[src/rtl/cubroot_seq.sv]
// rtl/cubroot_seq.sv - stream wrapper around the cubroot core
// Operand FIFO in front, single-shot launch FSM, registered result slot behind.
module cubroot_seq #(
  parameter int DEPTH  = 4,
  parameter int ACK_TO = 4,
  parameter int CNT_W  = 16
) (
  input  logic             clk_i,
  input  logic             rst_i,
  input  logic             in_valid_i,
  input  logic [7:0]       in_data_i,
  output logic             in_ready_o,
  output logic             out_valid_o,
  output logic [7:0]       out_x_o,
  output logic [7:0]       out_y_o,
  input  logic             out_ready_i,
  output logic             cr_start_o,
  output logic [7:0]       cr_x_o,
  input  logic             cr_busy_i,
  input  logic [7:0]       cr_y_i,
  output logic             busy_o,
  output logic             err_o,
  output logic [CNT_W-1:0] done_cnt_o
);

  localparam int AW = $clog2(DEPTH);
  localparam int TW = $clog2(ACK_TO + 1);

  typedef enum logic [1:0] {IDLE, LAUNCH, WAIT_ACK, WAIT_DONE} state_t;

  state_t        state;
  logic [7:0]    mem [DEPTH];
  logic [AW-1:0] wr_ptr;
  logic [AW-1:0] rd_ptr;
  logic [AW:0]   count;
  logic [AW:0]   count_next;
  logic [TW-1:0] ack_cnt;
  logic          push;
  logic          pop;
  logic          out_fire;
  logic          load;

  assign push     = in_valid_i && in_ready_o;
  assign pop      = (state == IDLE) && (count != '0);
  assign out_fire = out_valid_o && out_ready_i;
  assign load     = (state == WAIT_DONE) && !cr_busy_i && (!out_valid_o || out_ready_i);
  assign busy_o   = (count != '0) || (state != IDLE);

  always_comb begin
    count_next = count;
    if (push && !pop)
      count_next = count + (AW+1)'(1);
    else if (!push && pop)
      count_next = count - (AW+1)'(1);
  end

  always_ff @(posedge clk_i) begin
    if (push)
      mem[wr_ptr] <= in_data_i;
  end

  // in_ready is registered from the next count so a pop only reopens it a cycle later
  always_ff @(posedge clk_i or negedge rst_i) begin
    if (!rst_i) begin
      wr_ptr     <= '0;
      rd_ptr     <= '0;
      count      <= '0;
      in_ready_o <= 1'b0;
    end else begin
      count      <= count_next;
      in_ready_o <= (count_next != (AW+1)'(DEPTH));
      if (push)
        wr_ptr <= wr_ptr + AW'(1);
      if (pop)
        rd_ptr <= rd_ptr + AW'(1);
    end
  end

  always_ff @(posedge clk_i or negedge rst_i) begin
    if (!rst_i) begin
      state       <= IDLE;
      cr_start_o  <= 1'b0;
      cr_x_o      <= '0;
      ack_cnt     <= '0;
      err_o       <= 1'b0;
      out_valid_o <= 1'b0;
      out_x_o     <= '0;
      out_y_o     <= '0;
      done_cnt_o  <= '0;
    end else begin
      cr_start_o <= 1'b0;
      if (out_fire)
        done_cnt_o <= done_cnt_o + CNT_W'(1);
      if (load) begin
        out_valid_o <= 1'b1;
        out_x_o     <= cr_x_o;
        out_y_o     <= cr_y_i;
      end else if (out_fire) begin
        out_valid_o <= 1'b0;
      end
      case (state)
        IDLE: begin
          if (pop) begin
            cr_x_o     <= mem[rd_ptr];
            cr_start_o <= 1'b1;
            state      <= LAUNCH;
          end
        end
        LAUNCH: begin
          ack_cnt <= '0;
          state   <= WAIT_ACK;
        end
        WAIT_ACK: begin
          if (cr_busy_i) begin
            state <= WAIT_DONE;
          end else if (ack_cnt == TW'(ACK_TO - 1)) begin
            // core never acknowledged: flag it and drop the operand
            err_o <= 1'b1;
            state <= IDLE;
          end else begin
            ack_cnt <= ack_cnt + TW'(1);
          end
        end
        WAIT_DONE: begin
          if (load)
            state <= IDLE;
        end
        default: state <= IDLE;
      endcase
    end
  end

endmodule

[config.mk]
export PLATFORM = sky130hd
export DESIGN_NAME = cubroot_seq
export DESIGN_NICKNAME = d
export VERILOG_FILES = /design/src/rtl/cubroot_seq.sv
export SDC_FILE = /design/constraint.sdc
export NUM_CORES = 1
export LEC_CHECK = 0
export ABC_AREA = 1
export CORE_MARGIN = 4
export CORE_UTILIZATION = 30
export CTS_CLUSTER_SIZE = 25
export DETAILED_ROUTE_END_ITERATION = 8
export PLACE_DENSITY = 0.58
export SETUP_SLACK_MARGIN = 0.1
export SYNTH_ARGS = -nofsm -noshare
export SYNTH_HDL_FRONTEND = slang
export SYNTH_SLANG_ARGS = --single-unit
[constraint.sdc]
create_clock -name clk_i -period 2.57 [get_ports clk_i]
set_input_delay 0.257 -clock clk_i [delete_from_list [all_inputs] [get_ports clk_i]]
set_output_delay 0.257 -clock clk_i [all_outputs]
set_load 0.03 [all_outputs]
==> metrics.txt, run 1 <==
clock root cell clkbuf_16; crit start category flip-flop; Slew @ Worst Pin 661 ps; Critical Path RT 2310 ps; largest net degree at the start of global routing 30; critical path's slowest cell clkdlybuf4s50_1; count of pins over their slew limit 0; first-pass GRT wire length 13300 um; Placer Congestion 0.808; synthesized instance count 387; Worst Hold Class in2async; Fin. Hold Viols 0; Tmin final 2070 ps; Reg2Reg Setup Slack 930 ps; Starting Density 31.1%; DR DRC count 0; Reg2Reg Depth 5; Congestion Overflow GR 0; Final Cycle Share 80.4%; crit path capture type primary output; Setup Skew 5.05 ps; Power Density 1140 nW/um^2; wire length per cell 12.6 um; final setup TNS 0 ps; RSZ-0062 raised after global routing no; CP max stage delay 680 ps; hpwl dp 5920 um; delay-heaviest family, CP buffers and inverters; Crit Reg-Reg Endpoint cr_x_o[0]$_DFFE_PN0P_; Synth-to-Final Area Change 29.8%; synthesized flop and latch total 88; Syn Nets 418; Resized Gates After CTS 0; clk slew on worst S/H paths 70 ps; post-CTS setup buffers 0; Via-to-Cell Ratio 4.44; worst setup path start count[0]$_DFF_PN0_; fraction of layout cells with a size suffix above 1 8.42%; io pins 66; number of flops mapped to enable cells by yosys 32; Post-Place Cells 614; yosys warns 0; gr usage total 11.5%; vias 2801; max_cap viols 0; status complete, no violations; area of the die 14500 um^2; Nets 489; sequential-to-total area share from yosys stat 62.1%; CP arrival 1810 ps; row cnt 40; synthesized area 3800 um^2; Skew-Pair Late Insertion Delay 340 ps; crit-path cells inv_1 > ha_1 > nand3_1 > clkdlybuf4s50_1; iteration-0 DRC count of the detailed router 174; relative slew slack 55.8%; crit path kind reg2out; Crit Path Max Fanout 3; fin cells 631; number of diodes 0; post-route ant nets 0; final setup fails 0; CTS max path bufs 2; Crit Reg-Reg Startpoint rd_ptr[0]$_DFFE_PN0N_; share of synthesized flip-flops with an asynchronous set or reset 63.6%; vias in the first global route 2825; WL final 7920 um; PortBufs 65; LEAKAGE 2.16 nW; CTS buffer count 9; worst path bufs/invs 2; Clock Sinks 88; syn_area_per_cell 9.83 um^2; initial antenna violation count 0; die width 121 um; CTS tree built; post-synth cell types 24; Die Y 121 um; FMAX 484 MHz; utilization after layout 40.4%; VDD IR max 0.411 mV; Top FF cell, synth dfrtp_1; core area 12200 um^2; DRT Pass-1 Iters 4; CTS H-tree lvls 3
where the power goes:
group / switching [mW] / internal, mW
clock network: 0.599 / 0.686
logic: 1.32 / 0.820
registers: 0.324 / 1.89
area by class of cell:
cell class / instances / area [um^2]
sequential: 88 / 2360
tap: 168 / 210
clock inverter: 7 / 68.8
timing repair buffer: 69 / 678
clock buffer: 9 / 225
inverter: 49 / 184
multi-input combinational: 241 / 1210
fill: 1232 / 7270
worst max-delay path by stage:
stage | end | slack (ps) | cells past startpoint
after global routing | busy_o | 380 | 4
after detailed placement | mem[2][0]$_DFFE_PP_ | 710 | 3
final | busy_o | 500 | 4
after CTS | busy_o | 480 | 4
after floorplan | mem[0][0]$_DFFE_PP_ | 1060 | 2
after global placement | mem[2][4]$_DFFE_PP_ | 710 | 3
metal layers:
metal  GRT usage [%]  wire length (um)  vias to the layer above
met1            14.0              3570                     1328
met5               0                 0                        -
met4            4.04               132                        0
met3            3.93               455                       10
li1                -                 -                     1390
met2            18.9              3770                       73
cell usage in the layout (no fill, tap or decap), drive strengths merged:
cell           netlist  layout
clkinv               0       2
nand4                5       5
o21ai               53      53
nand3b               1       1
xnor2                3       3
dlygate4sd3          0       1
ha                  10      10
o22ai                1       1
edfxtp              32      32
xor2                 7       7
a31o                 1       1
nor2                49      49
inv                 49      54
nand2               94      94
a21oi                2       2
clkbuf               0       9
clkdlybuf4s50        0      64
nand3               15      15
dfrtp               56      56
buf                  9       4
cell usage after synthesis (2+ instances only):
| cell type | number | share of area (%) |
|---|---|---|
| nor2_4 | 4 | 1.2 |
| nor2_2 | 3 | 0.49 |
| xnor2_1 | 3 | 0.69 |
| o21ai_1 | 30 | 3.9 |
| inv_1 | 43 | 4.2 |
| nand2_1 | 91 | 9.0 |
| o21ai_0 | 23 | 3.0 |
| inv_2 | 6 | 0.59 |
| a21oi_1 | 2 | 0.26 |
| xor2_1 | 7 | 1.6 |
| nand2_2 | 3 | 0.49 |
| dfrtp_1 | 56 | 37 |
| edfxtp_1 | 32 | 25 |
| nand3_1 | 14 | 1.8 |
| nor2_1 | 42 | 4.1 |
| nand4_1 | 4 | 0.66 |
| ha_1 | 10 | 3.3 |
| buf_2 | 8 | 1.1 |
sequential cells by signal (all words and copies together) (netlist names):
signal / cells
ack_cnt: 3
state: 2
mem: 32
out_x_o: 8
cr_start_o: 1
count: 3
cr_x_o: 8
in_ready_o: 1
wr_ptr: 2
done_cnt_o: 16
out_y_o: 8
rd_ptr: 2
out_valid_o: 1
err_o: 1
worst reg2reg max path, stage by stage (launching register included):
cell	delay, ps
dfrtp_1	700
inv_2	250
o21ai_0	300
o21ai_0	130
nand2_1	80
o21ai_1	60
metrics by stage:
stage               total power, mW  hold slack [ps]  area (um^2)  setup WS [ps]
floorplan                      3.60            -38.6         3800           1060
global placement               4.37              201         4630            714
detailed placement             4.42              201         4630            709
CTS                            5.72              376         4940            481
global route                   6.03              418         4940            382
finish                         5.64              379         4940            504
cells by family (layout without fill, tap and decap cells):
logic type | Yosys count | in the layout | share of synthesized area [%]
AND/OR/NAND/NOR | 164 | 164 | 18.6
flip-flops | 88 | 88 | 62.1
buffers and inverters | 58 | 134 | 6.09
AO/OA/AOI/OAI | 57 | 57 | 7.63
adder cells (fa/ha/maj) | 10 | 10 | 3.29
XOR/XNOR | 10 | 10 | 2.30
timing repair:
item | CTS | global route
hold buffers | 1 | 0
endpoints found under the setup margin | 0 | 0
endpoints found under the hold margin | 15 | 0
Note: power is estimated with default switching activity, not from simulation.
==> run 2, diff against run 1 <==
--- a/config.mk
+++ b/config.mk
@@ -10,7 +10,7 @@
 export CORE_UTILIZATION = 30
 export CTS_CLUSTER_SIZE = 25
 export DETAILED_ROUTE_END_ITERATION = 8
-export PLACE_DENSITY = 0.58
+export PLACE_DENSITY = 0.6
 export SETUP_SLACK_MARGIN = 0.1
 export SYNTH_ARGS = -nofsm -noshare
 export SYNTH_HDL_FRONTEND = slang
==> constraint.sdc (replaced) <==
create_clock -name clk_i -period 1.75 [get_ports clk_i]
set_input_delay 0.175 -clock clk_i [delete_from_list [all_inputs] [get_ports clk_i]]
set_output_delay 0.175 -clock clk_i [all_outputs]
set_load 0.03 [all_outputs]
==> run 2 against run 1 <==
  * Via count fell by 0.57%
  * Hold slack worse by 170 ps
  * Clock-buffer cell count is 1 higher
  * Global-route usage fell by 0.067 points
  * Cell area increased by 1.2%
  * Core utilization up 0.49 points
  * Cell count increased by 1.1%
  * First-iteration DRC count down 16%
  * Non-clock buffer count up 7
  * Largest cell class unchanged
==> metrics.txt, run 2 (synthesized netlist as in run 1, its figures left out) <==
crit start category flip-flop; Setup Skew 6.89 ps (+1.83 ps); area of the die 14500 um^2 (unchanged); area of the multi-input gates 1210 um^2 (unchanged); Congestion Overflow GR 0 (unchanged); wire length per cell 12.3 um (-1.9%); LEAKAGE 2.32 nW (+7.6%); clk slew on worst S/H paths 60 ps (about the same); initial antenna violation count 0 (unchanged); DRT Pass-1 Iters 4 (unchanged); crit path kind reg2out; Crit Path Max Fanout 4 (+1); Slew @ Worst Pin 521 ps (-139 ps); Final Cycle Share 91.3%; PortBufs 65 (unchanged); clock root cell clkbuf_16; Top Registers mem: 32 flops, done_cnt_o: 16 flops; delay-heaviest family, CP buffers and inverters; row cnt 40 (unchanged); iteration-0 DRC count of the detailed router 147 (-16%); CTS buffer count 9 (unchanged); gr usage total 11.4% (-0.067 points); Final Cell Area 5000 um^2 (+1.2%); status complete, no violations; Placer Congestion 0.760 (-5.9%); max reg flops 32 (unchanged); fraction of layout cells with a size suffix above 1 9.79% (+1.4 points); die width 121 um (unchanged); crit path capture type primary output; hold_ws 211 ps (-169 ps); Starting Density 31.1% (unchanged); count of pins over their slew limit 0 (unchanged); Via-to-Cell Ratio 4.37 (-1.7%); number of diodes 0 (unchanged); FMAX 626 MHz; Fin. Hold Viols 0 (unchanged); final setup TNS 0 ps (unchanged); hpwl dp 5870 um (-0.84%); Power Density 1680 nW/um^2 (+47%); Worst Hold Class in2async; vias in the first global route 2866 (+1.5%); WL final 7860 um (-0.78%); Clock Sinks 88 (unchanged); largest net degree at the start of global routing 28 (-6.7%); critical path's slowest cell clkdlybuf4s50_1; Tmin final 1600 ps; Sequential Area 2360 um^2 (unchanged); Die Y 121 um (unchanged); DP Worst Slack 151 ps (-558 ps); Critical Path RT 1570 ps (-740 ps); worst path bufs/invs 1 (-1); relative slew slack 65.2% (+9.5 points); max_cap viols 0 (unchanged); io pins 66 (unchanged); final setup fails 0 (unchanged); CP arrival 1420 ps (-390 ps); CTS H-tree lvls 3 (unchanged); Fillers 1239 (+0.57%); most common cell after layout, fill and taps aside nand2_1; commonest cells after routing, fill and taps aside nand2_1, dfrtp_1, clkdlybuf4s50_1, inv_1, nor2_1; DR DRC count 0 (unchanged); CP max stage delay 690 ps (about the same); Nets 496 (+1.4%); utilization after layout 40.9% (+0.49 points); VDD IR max 0.460 mV (+12%); post-route ant nets 0 (unchanged); CTS tree built; RSZ-0062 raised after global routing no; Placement Cell Area 4690 um^2 (+1.1%); crit-path cells clkdlybuf4s50_1; Synth-to-Final Area Change 31.4%; core area 12200 um^2 (unchanged); Largest Register mem; setup ws final 153 ps (-351 ps); first-pass GRT wire length 13300 um (+0.11%); vias 2785 (-0.57%); Skew-Pair Late Insertion Delay 340 ps (about the same); CTS max path bufs 2 (unchanged)
run 2: cell types whose count changed in the layout (fill, tap and decap cells not counted):
cell             delta
clkinv_4            -1
clkbuf_2            +1
bufinv_16           +1
clkdlybuf4s50_1    -16
inv_8               -3
dlymetal6s2s_1      +6
inv_6               +2
clkbuf_1            +1
dlygate4sd2_1       +9
buf_4               +7
run 2: layout make-up:
type                    count  share of cell area (%)
multi-input cells         241                    24.2
clock buffers              10                    4.58
repair buffers             76                    14.6
flip-flops and latches     88                    47.3
well taps                 168                    4.21
inverters                  49                    3.68
clock inverters             6                    1.48
run 2: path summary, 6_finish.rpt:
path,from,slack [ps],to,cells past startpoint
min in group clk_i,cr_y_i[5],380,out_y_o[5]$_DFFE_PN0P_,3
min,rst_i,210,out_y_o[7]$_DFFE_PN0P_,2
max in group asynchronous,rst_i,970,cr_x_o[1]$_DFFE_PN0P_,3
max reg2reg,count[0]$_DFF_PN0_,290,in_ready_o$_DFF_PN0_,9
min reg2reg,err_o$_DFFE_PN0P_,470,err_o$_DFFE_PN0P_,1
max,out_valid_o$_DFFE_PN0P_,150,out_valid_o,1
run 2: power by group:
group / internal (mW) / switching [mW]
Clock: 1.13 / 0.831
Sequential: 2.78 / 0.430
Combinational: 1.25 / 2.00
run 2: timing repair:
action,in CTS,in global routing
endpoints found under the setup margin,10,7
setup buffers,0,0
hold buffers,1,0
endpoints found under the hold margin,35,0
resized for setup,11,7
run 2: through the flow:
step                      power [mW]  std cells
after floorplan                 5.29        387
after global placement          6.47        621
after detailed placement        6.58        621
after CTS                       8.56        638
after global routing            9.02        638
final                           8.42        638
run 2: per-layer routing:
layer	wire length (um)	GRT usage (%)	part of all wire [%]
met5	0	0	0
met1	3460	13.0	44
met4	133	4.46	1.7
met3	329	2.85	4.2
met2	3940	20.4	50
==> run 3, diff against run 2 <==
--- a/config.mk
+++ b/config.mk
@@ -8,9 +8,8 @@
 export ABC_AREA = 1
 export CORE_MARGIN = 4
 export CORE_UTILIZATION = 30
-export CTS_CLUSTER_SIZE = 25
 export DETAILED_ROUTE_END_ITERATION = 8
-export PLACE_DENSITY = 0.6
+export PLACE_DENSITY = 0.62
 export SETUP_SLACK_MARGIN = 0.1
 export SYNTH_ARGS = -nofsm -noshare
 export SYNTH_HDL_FRONTEND = slang
==> run 3 against run 2 <==
  * Register-to-register slack barely moved
  * Clock power fell by 11%
  * Global-route usage decreased by 0.42 points
  * Non-clock buffer count decreased by 2
  * Cell area is 0.68% lower
  * Core utilization shrank 0.28 points
  * Combinational power is essentially flat
  * Die area unchanged
  * Sequential power is essentially flat
  * Via count down 0.36%
  * Sequential share of layout area increased by 0.32 points
  * Critical path type unchanged
==> metrics.txt, run 3 (synthesized netlist as in run 1, its figures left out) <==
status complete, no violations; iteration-0 DRC count of the detailed router 149 (+1.4%); largest net degree at the start of global routing 57 (+100%); Fillers 1218 (-1.7%); Worst Hold Class in2async; Setup Skew 6.93 ps (+0.0484 ps); final setup TNS 0 ps (unchanged); commonest cells after routing, fill and taps aside nand2_1, dfrtp_1, clkdlybuf4s50_1, inv_1, nor2_1; clk slew on worst S/H paths 70 ps (about the same); CP max stage delay 700 ps (about the same); crit path kind reg2out; max reg flops 32 (unchanged); area of the multi-input gates 1210 um^2 (+0.21%); count of pins over their slew limit 0 (unchanged); core area 12200 um^2 (unchanged); final setup fails 0 (unchanged); Reg2Reg Setup Slack 290 ps (about the same); initial antenna violation count 0 (unchanged); crit path capture type primary output; Power Density 1650 nW/um^2 (-2.0%); Largest Register mem; LEAKAGE 2.26 nW (-2.6%); Skew-Pair Late Insertion Delay 340 ps (about the same); hold_ws 380 ps (+169 ps); CTS buffer count 9 (unchanged); Critical Path RT 1570 ps (about the same); hpwl dp 5700 um (-3.0%); relative slew slack 66.2% (+1.0 points); Sequential Area 2360 um^2 (unchanged); gr usage total 11.0% (-0.42 points); Nets 494 (-0.40%); DR DRC count 0 (unchanged); Crit Path Max Fanout 4 (unchanged); Via-to-Cell Ratio 4.36 (about the same); vias 2775 (-0.36%); most common cell after layout, fill and taps aside nand2_1; RSZ-0062 raised after global routing no; delay-heaviest family, CP buffers and inverters; Top Registers mem: 32 flops, done_cnt_o: 16 flops; Final Cycle Share 92.0% (+0.74 points); die width 121 um (unchanged); first-pass GRT wire length 12700 um (-4.0%); CTS max path bufs 2 (unchanged); PortBufs 65 (unchanged); wire length per cell 12.2 um (-0.86%); io pins 66 (unchanged); critical path's slowest cell clkdlybuf4s50_1; post-route ant nets 0 (unchanged); fraction of layout cells with a size suffix above 1 9.62% (-0.17 points); crit start category flip-flop; area of the die 14500 um^2 (unchanged); worst path bufs/invs 1 (unchanged); DP Worst Slack 143 ps (-8.55 ps); CP arrival 1430 ps (about the same); row cnt 40 (unchanged); crit-path cells clkdlybuf4s50_1; Slew @ Worst Pin 506 ps (-15.1 ps); Congestion Overflow GR 0 (unchanged); Crit Reg-Reg Startpoint ack_cnt[0]$_DFFE_PN0P_; max_cap viols 0 (unchanged); clock root cell clkbuf_16; Starting Density 31.1% (unchanged); Synth-to-Final Area Change 30.5%; CTS tree built; Tmin final 1610 ps (+12.9 ps); Clock Sinks 88 (unchanged); Fin. Hold Viols 0 (unchanged); Reg2Reg Depth 8 (-1); vias in the first global route 2762 (-3.6%); FMAX 621 MHz (-0.80%); Placer Congestion 0.760 (about the same); Tot Pwr 8.19 mW (-2.7%); Die Y 121 um (unchanged); setup ws final 140 ps (-12.9 ps); Crit Reg-Reg Endpoint ack_cnt[0]$_DFFE_PN0P_; CTS H-tree lvls 3 (unchanged); utilization after layout 40.7% (-0.28 points); WL final 7770 um (-1.2%); DRT Pass-1 Iters 4 (unchanged); VDD IR max 0.547 mV (+19%); number of diodes 0 (unchanged)
==> run 3: report_power, final <==
group	total, mW	switching [mW]	internal, mW
Sequential	3.21	0.427	2.78
Combinational	3.24	2.01	1.24
Clock	1.74	0.772	0.964
==> run 3: worst max-delay path by stage <==
stage                              start             endpoint  slack, ps  depth (start not counted)
3_3_place_gp          count[0]$_DFF_PN0_               busy_o        170                          4
2_1_floorplan       in_ready_o$_DFF_PN0_  mem[0][0]$_DFFE_PP_        240                          2
5_1_grt        done_cnt_o[4]$_DFFE_PN0P_        done_cnt_o[4]        100                          1
4_1_cts               count[0]$_DFF_PN0_               busy_o         80                          4
3_5_place_dp          count[0]$_DFF_PN0_               busy_o        140                          4
6_report         out_valid_o$_DFFE_PN0P_          out_valid_o        140                          1
==> run 3: worst reg2reg max path, cell delays in order, from the launching register on <==
cell and delay, ps:
dfrtp_1 400, ha_1 200, ha_1 200, nor2_1 170, nand2_2 120, nand2_1 110, inv_2 40, nand2_1 40
o21ai_1 60
==> run 3: routing by layer <==
metal	GRT usage, %	wire length (um)	up-vias	share of wire [%]
met5	0	0	-	0
li1	-	-	1398	-
met4	4.53	127	0	1.6
met1	13.0	3460	1310	45
met3	3.23	436	11	5.6
met2	18.6	3750	56	48
==> run 3: layout make-up <==
class	instances	share of cell area (%)
well taps	168	4.23
inverters	49	3.70
clock inverters	6	0.932
repair buffers	74	14.5
clock buffers	10	4.61
multi-input cells	241	24.4
flip-flops and latches	88	47.6
==> run 3: what timing repair did <==
item | CTS | global route
hold buffers | 1 | 0
endpoints found under the setup margin | 11 | 6
hold endpoints to repair | 56 | 0
buffers inserted | 0 | 0
resized for setup | 12 | 6
==> run 3: metrics by stage <==
step | cell area [um^2] | std cells
floorplan | 3800 | 387
global placement | 4680 | 619
detailed placement | 4680 | 619
CTS | 4960 | 636
global route | 4960 | 636
finish | 4960 | 636
